**src/rtl/atm_session_ctrl.sv**
```systemverilog
// ATM session controller: button edge detection, PIN/password handling,
// lockout timing and single-cycle deposit/withdraw commands to the balance datapath.
module atm_session_ctrl #(
  parameter int          LOCK_LONG  = 100,
  parameter int          LOCK_SHORT = 50,
  parameter logic [3:0]  INIT_PWD   = 4'b0000,
  parameter int          TW         = 16
) (
  input  logic       clk,
  input  logic       rst,
  input  logic       BTN3,
  input  logic       BTN2,
  input  logic       BTN1,
  input  logic [3:0] SW,
  input  logic [7:0] bal,
  output logic       dep_en,
  output logic       wdr_en,
  output logic [3:0] amount,
  output logic [2:0] state,
  output logic       locked,
  output logic [1:0] attempts,
  output logic       pin_err
);

  typedef enum logic [2:0] {
    S_IDLE    = 3'd0,
    S_PIN     = 3'd1,
    S_MENU    = 3'd2,
    S_MONEY   = 3'd3,
    S_PWD_OLD = 3'd4,
    S_PWD_NEW = 3'd5,
    S_LOCK    = 3'd6
  } state_t;

  state_t        state_q, state_d, ret_q, ret_d;
  logic [3:0]    pwd_q, pwd_d;
  logic [TW-1:0] timer_q, timer_d;
  logic [1:0]    attempts_q, attempts_d;
  logic [2:0]    btn_prev_q;
  logic          dep_en_q, dep_en_d, wdr_en_q, wdr_en_d, pin_err_q, pin_err_d;
  logic          locked_q, locked_d;
  logic [3:0]    amount_q, amount_d;

  logic [2:0] btn, press;
  logic       p1, p2, p3, bad_entry;
  logic [8:0] dep_sum;

  assign btn     = {BTN3, BTN2, BTN1};
  assign press   = btn & ~btn_prev_q;
  // Single winner per cycle: BTN1 beats BTN3 beats BTN2.
  assign p1      = press[0];
  assign p3      = press[2] & ~press[0];
  assign p2      = press[1] & ~press[0] & ~press[2];
  assign dep_sum = {1'b0, bal} + {5'b0, SW};

  always_comb begin
    state_d    = state_q;
    ret_d      = ret_q;
    pwd_d      = pwd_q;
    timer_d    = timer_q;
    attempts_d = attempts_q;
    dep_en_d   = 1'b0;
    wdr_en_d   = 1'b0;
    pin_err_d  = 1'b0;
    amount_d   = amount_q;
    bad_entry  = 1'b0;

    case (state_q)
      S_IDLE: begin
        if (p3) begin
          state_d    = S_PIN;
          attempts_d = 2'd0;
        end
      end
      S_PIN: begin
        if (p1) state_d = S_IDLE;
        else if (p3) begin
          if (SW == pwd_q) begin
            state_d    = S_MENU;
            attempts_d = 2'd0;
          end else bad_entry = 1'b1;
        end
      end
      S_MENU: begin
        if (p1) state_d = S_IDLE;
        else if (p3) state_d = S_MONEY;
        else if (p2) begin
          state_d    = S_PWD_OLD;
          attempts_d = 2'd0;
        end
      end
      S_MONEY: begin
        if (p1) state_d = S_MENU;
        else if (p3) begin
          if (dep_sum <= 9'd255) begin
            dep_en_d = 1'b1;
            amount_d = SW;
          end
        end else if (p2) begin
          if ({4'b0, SW} <= bal) begin
            wdr_en_d = 1'b1;
            amount_d = SW;
          end else begin
            state_d = S_LOCK;
            timer_d = TW'(LOCK_SHORT - 1);
            ret_d   = S_MONEY;
          end
        end
      end
      S_PWD_OLD: begin
        if (p1) state_d = S_MENU;
        else if (p3) begin
          if (SW == pwd_q) begin
            state_d    = S_PWD_NEW;
            attempts_d = 2'd0;
          end else bad_entry = 1'b1;
        end
      end
      S_PWD_NEW: begin
        if (p1) state_d = S_MENU;
        else if (p3) begin
          pwd_d   = SW;
          state_d = S_MENU;
        end
      end
      S_LOCK: begin
        if (timer_q == '0) state_d = ret_q;
        else timer_d = timer_q - 1'b1;
      end
      default: state_d = S_IDLE;
    endcase

    // Wrong entry in PIN or PWD_OLD; the third one logs the session out via a long lock.
    if (bad_entry) begin
      pin_err_d = 1'b1;
      if (attempts_q == 2'd2) begin
        state_d    = S_LOCK;
        timer_d    = TW'(LOCK_LONG - 1);
        ret_d      = S_IDLE;
        attempts_d = 2'd0;
      end else begin
        attempts_d = attempts_q + 2'd1;
      end
    end

    locked_d = (state_d == S_LOCK);
  end

  always_ff @(posedge clk) begin
    if (rst) begin
      state_q    <= S_IDLE;
      ret_q      <= S_IDLE;
      pwd_q      <= INIT_PWD;
      timer_q    <= '0;
      attempts_q <= 2'd0;
      btn_prev_q <= 3'b000;
      dep_en_q   <= 1'b0;
      wdr_en_q   <= 1'b0;
      pin_err_q  <= 1'b0;
      locked_q   <= 1'b0;
      amount_q   <= 4'd0;
    end else begin
      state_q    <= state_d;
      ret_q      <= ret_d;
      pwd_q      <= pwd_d;
      timer_q    <= timer_d;
      attempts_q <= attempts_d;
      btn_prev_q <= btn;
      dep_en_q   <= dep_en_d;
      wdr_en_q   <= wdr_en_d;
      pin_err_q  <= pin_err_d;
      locked_q   <= locked_d;
      amount_q   <= amount_d;
    end
  end

  assign state    = state_q;
  assign dep_en   = dep_en_q;
  assign wdr_en   = wdr_en_q;
  assign amount   = amount_q;
  assign locked   = locked_q;
  assign attempts = attempts_q;
  assign pin_err  = pin_err_q;

endmodule

```
**config.mk**
```make
export PLATFORM = sky130hd
export DESIGN_NAME = atm_session_ctrl
export DESIGN_NICKNAME = d
export VERILOG_FILES = /design/src/rtl/atm_session_ctrl.sv
export SDC_FILE = /design/constraint.sdc
export NUM_CORES = 1
export LEC_CHECK = 0
export BUFFER_PORTS_ARGS = -buffer_cell sky130_fd_sc_hd__buf_2
export CAP_MARGIN = 5
export CORE_MARGIN = 8
export CORE_UTILIZATION = 25
export CTS_CLUSTER_SIZE = 25
export DETAILED_ROUTE_END_ITERATION = 16
export MAX_ROUTING_LAYER = met4
export PLACE_DENSITY = 0.48
export SLEW_MARGIN = 5
export SYNTH_ARGS = -nofsm -noshare
export SYNTH_HDL_FRONTEND = slang
export SYNTH_SLANG_ARGS = --single-unit
```
**constraint.sdc**
```tcl
create_clock -name clk -period 1.86 [get_ports clk]
set_input_delay 0.093 -clock clk [delete_from_list [all_inputs] [get_ports clk]]
set_output_delay 0.093 -clock clk [all_outputs]
set_load 0.02 [all_outputs]
```
=== Word-level counts from Yosys, hierarchy flattened ===
Cells that the tools add are included.

* Register bits after elaboration: 39
* Bits in latches: 0
* Memory bits (writable): 0
* Bits in read-only memories: 0
* Input port bits: 17
* Output and inout port bits: 13
* Word-level logic and storage cells: 110
* Memories kept: 0

* $add $sub $neg: 3
* $mul: 0
* Div/mod/pow operators: 0
* $lt $le $gt $ge: 2
* Equality and inequality tests: 17
* Shifts and indexed selects: 0
* Muxes and demuxes: 56
* Bitwise gates (word level): 10
* Reduce and logical (&&, ||, !) cells: 11

{| class="wikitable"
|+ Operator list
! cell !! count
|-
| 16-bit two-way mux || 7
|-
| 3-bit two-way mux || 26
|-
| 16-bit one-hot mux with 2 select lines || 1
|-
| 3-bit one-hot mux with 7 select lines || 1
|-
| 2-bit two-way mux || 9
|-
| 16-bit zero test || 1
|-
| 4-bit two-way mux || 4
|-
| 16-bit by 1-bit subtractor with 16-bit output, second input constant || 1
|-
| 3-bit == test, second input constant || 4
|-
| 3-bit inequality test, second input constant || 4
|-
| 8-bit by 4-bit adder with 9-bit output || 1
|-
| 9-bit by 8-bit <= comparator with 1-bit output, second input constant || 1
|-
| 4-bit by 8-bit <= comparator with 1-bit output || 1
|-
| 8-bit AND reduction || 1
|-
| 1-bit two-way mux || 7
|-
| 3-bit by 2-bit == test with 1-bit output, second input constant || 2
|-
| 3-bit by 1-bit inequality test with 1-bit output, second input constant || 2
|-
| 2-bit one-hot mux with 3 select lines || 1
|-
| 1-bit inverter || 5
|-
| 5-bit AND reduction || 1
|-
| 5-bit OR reduction || 1
|-
| 4-bit == test || 1
|-
| 2-bit nonzero test || 2
|-
| 4-bit nonzero test || 1
|-
| 12 further kinds || 14
|}

=== Longest topological paths before layout ===
* Word-level depth: 12
* Gate-level depth with buffers: 8
* Mapped depth without buffers: 8

=== Least setup slack after synthesis ===
OpenSTA, ideal clock, no wires.

* Kind: flip-flop to flip-flop
* Start: register state_q[0], in the netlist state[0]
* End: register timer_q[10]
* Library setup time: 115 ps
* Arrival time: 1647 ps
* Required time: 1745 ps
* Setup slack: 98 ps
* Stages on the path, launching flop included: 9
* Path buffers: 2
* Path through: dfxtp_1 > buf_2 > nor2b_2 > and2_1 > buf_2 > o21ai_1 > or4_1 > xor2_1 > nor2_1

* Longest elaborated chain between the ends: 4
* Elaborated cells between the ends (all ways): 9

{| class="wikitable"
|+ RTL lines
! what !! line !! source
|-
| from (decl) || 35 || <nowiki>state_t state_q, state_d, ret_q, ret_d;</nowiki>
|-
| from (signal assigned) || 163 || <nowiki>state_q <= state_d;</nowiki>
|-
| 3-bit == test (tied with other cells) || 68 || <nowiki>case (state_q)</nowiki>
|-
| 16-bit one-hot mux with 2 select lines / 2-bit OR reduction (equally long branches) || n/a ||
|-
| 16-bit two-way mux / 1-bit two-way mux (equally long branches) || n/a ||
|-
| 16-bit two-way mux (*) || 134 || <nowiki>if (bad_entry) begin</nowiki>
|-
| to (signal assigned) || 166 || <nowiki>timer_q <= timer_d;</nowiki>
|-
| to (decl) || 37 || <nowiki>logic [TW-1:0] timer_q, timer_d;</nowiki>
|}

Every way passes the cells marked *; elsewhere a longest branch is shown, timed or not.
A chain may end at the register's enable or synchronous reset.

=== Final worst setup path ===
* Start: register timer_q[1]
* End: register timer_q[10]

* Longest elaborated chain between the ends: 5
* Elaborated cells between the ends (all ways): 6

{| class="wikitable"
|+ RTL lines
! what !! line !! source
|-
| 16-bit by 1-bit subtractor with 16-bit output / 16-bit zero test (equally long branches) || 128, 127 ||
|-
| 16-bit two-way mux (*) || 127 || <nowiki>if (timer_q == '0) state_d = ret_q;</nowiki>
|-
| 16-bit one-hot mux with 2 select lines (*) || 68 ||
|-
| 16-bit two-way mux || 136 || <nowiki>if (attempts_q == 2'd2) begin</nowiki>
|-
| 16-bit two-way mux (*) || 134 ||
|}

Marked as above.

==> flow_summary.yaml <==
outcome:
  status: "completed"
floorplanning:
  initial_utilization_pct: 25.6
  fp.dieW_um: 110
  die_y_um: 110
  dieArea_um2: 12100
  io_pins: 30
  row_count: 34
  core_um2: 8640
routing:
  first_iter_violations: 81
  viasPerCell: 4.83
  antenna_left: 0
  drc: 0
  wl_per_cell_um: 13.6
  vias: 2110
  wl_um: 5940
  drt_pass1_iterations: 4
global_route:
  grt_pass1_vias: 2092
  overflow: 0
  grt_max_degree: 26
  met1_usage_pct: 13.0
  grt_first_pass_wirelength_um: 9860
  grt_use_met3_pct: 1.74
  top_usage_layer: "met2"
  grt_use_met2_pct: 17.0
  antenna_found_initial: 0
  track_usage_pct: 10.6
logic_synthesis:
  synth_compound_area_share_pct: 23.0
  synth_mux_area_share_pct: 0
  synth_fa_ha_area_share_pct: 5.43
  synth_top_family_by_area: "simple AND/OR/NAND/NOR gates"
  avgSynthCellArea_um2: 8.48
  synthFlopType: "dfxtp_1"
  synth_cells: 261
  syn_nets: 287
  synth-simple-area-share_pct: 28.2
  yosysWarnings: 0
  synth_edf_count: 0
  netlist-cell-type-count: 64
  ys_seq_area_share_pct: 35.3
  ys_async_sr_fraction_pct: 0
  yosysTopAreaCell: "dfxtp_1"
  synth_area_leaders: "dfxtp_1, a21oi_1, ha_1"
  synth_top_area_share_pct: 35.3
  synth-xor-area-share_pct: 4.35
  syn_area_um2: 2210
  ys_ff_latch: 39
clock_tree:
  insertion_delay_ps: 300
  cts.path.max_buffers: 2
  cts_buffers: 5
  root_buffer: "clkbuf_8"
  clkSlewWorstSetupHoldPaths_ps: 80
  cts_htree_levels: 2
  cts_tree: "done"
  cts.sinks: 39
setup_path:
  endpoint_kind: "flop"
  crit_start: "timer_q[1]"
  path_cells: "inv_1 > ha_1 > nor2b_4 > nand2_2 > buf_4 > or4_1 > xor2_1 > nor2_1"
  cpLargestDelayFamily: "simple AND/OR/NAND/NOR gates"
  cp_slowest_cell: "or4_1"
  critPathMaxFanout: 5
  arrival_ps: 1950
  max_stage_delay_ps: 480
  cp_num_buf_inv: 2
  critPathRequiredTime_ps: 2060
  worstReg2RegStart: "timer_q[1]"
  cp-start-kind: "flop"
  path_class: "reg -> reg"
power:
  peakVddDrop_v: 0.000369
  netSwitchingFraction_pct: 23.4
  p_leak_nw: 1.19
  clkPwrFrac_pct: 45.8
  power.switching_mw: 0.443
  seq_power_share_pct: 44.7
  combPwrFrac_pct: 9.5
  p_int_mw: 1.45
  powerDensity_nw_per_um2: 649
sta:
  worst_pin_slew_ps: 480
  clock_skew_ps: 3.24
  slew_headroom_pct: 68.0
  fmax_mhz: 569
  period_share_pct: 94.4
  slew_violations: 0
  hold_viol: 0
  fin_tns_setup_ps: 0
  worst_hold_slack_ps: 30.8
  finalSetupViolations: 0
  min_period_ps: 1760
worst_hold_path:
  worstHoldPathType: "in -> reg"
  hp-start: "BTN1"
final_layout:
  layout_commonest_cell: "buf_4"
  nets: 354
  layout-drive-gt1-share_pct: 33.1
  syn_to_final_growth_pct: 32.0
  fin_area_um2: 2920
  antenna_cells: 0
  final_cell_mix: "buf_4, dfxtp_1, buf_2"
  fin_util_pct: 33.8
place:
  port-buffer-count: 29
  gp_congestion: 0.782
  post-dp-hpwl_um: 4560
  placed_area_um2: 2730
flow_run:
  drv_cap: 0
## layout make-up
cell class                      instances  area (um^2)
Fill cell                             907         5710
Clock inverter                          3         67.6
Tap cell                              108          135
Timing Repair Buffer                   67          430
Multi-Input combinational cell        205         1400
Clock buffer                            5         68.8
Sequential cell                        39          786
Inverter                               10         37.5
## cell families (layout without fill, tap and decap cells)
| group | Yosys count | count (layout) |
|---|---|---|
| AND/OR/NAND/NOR | 108 | 108 |
| AO/OA/AOI/OAI | 77 | 77 |
| flip-flops | 39 | 39 |
| buffers and inverters | 17 | 85 |
| XOR/XNOR | 11 | 11 |
| adder cells (fa/ha/maj) | 9 | 9 |
## per-layer routing
metal	share of wire, %	routed length (um)
met5	0	0
met2	47	2810
met1	48	2880
met3	2.4	142
met4	1.9	110
## registers in the layout (all words and copies together) (netlist names)
signal      flops
locked          1
amount          4
wdr_en          1
pwd_q           4
ret_q           3
timer_q        16
btn_prev_q      3
state           3
dep_en          1
attempts        2
pin_err         1
## power by group through the flow
| stage | sequential (mW) | clock [mW] | combinational (mW) |
|---|---|---|---|
| final | 0.848 | 0.869 | 0.180 |
| after global routing | 0.850 | 0.919 | 0.200 |
| after CTS | 0.848 | 0.886 | 0.179 |
| after detailed placement | 0.868 | 0 | 0.178 |
| after global placement | 0.868 | 0 | 0.178 |
| after floorplan | 0.867 | 0 | 0.103 |
## synth_stat cells, drive strengths merged, types with 4 or more instances
library cell	instances
nand2b	6
nor2b	8
nor3	8
nand2	23
dfxtp	39
clkbuf	4
or3	4
a21oi	29
xnor2	7
inv	10
a31oi	7
nand3	8
nor2	21
o21ai	20
ha	8
xor2	4
## worst paths after layout
path                                 endpoint  slack (ps)  cells past startpoint
worst max register to register    timer_q[10]         100                      8
worst min-delay path            btn_prev_q[0]          30                      2
worst min register to register       ret_q[1]         450                      2
worst max-delay path              timer_q[10]         100                      8
## per-stage QoR
step           power [mW]  cells  worst slack, ps
2_1_floorplan       0.971    261             98.0
3_3_place_gp         1.05    428             8.90
3_5_place_dp         1.05    428            -1.31
4_1_cts              1.91    436             8.22
5_1_grt              1.97    437            -4.44
6_report             1.90    437              104
## timing repair
action	CTS	global route
buffers inserted	0	1
hold buffers	0	0
resized for setup	0	16
endpoints found under the setup margin	0	18
endpoints found under the hold margin	0	0
(Power assumes the default switching activity.)
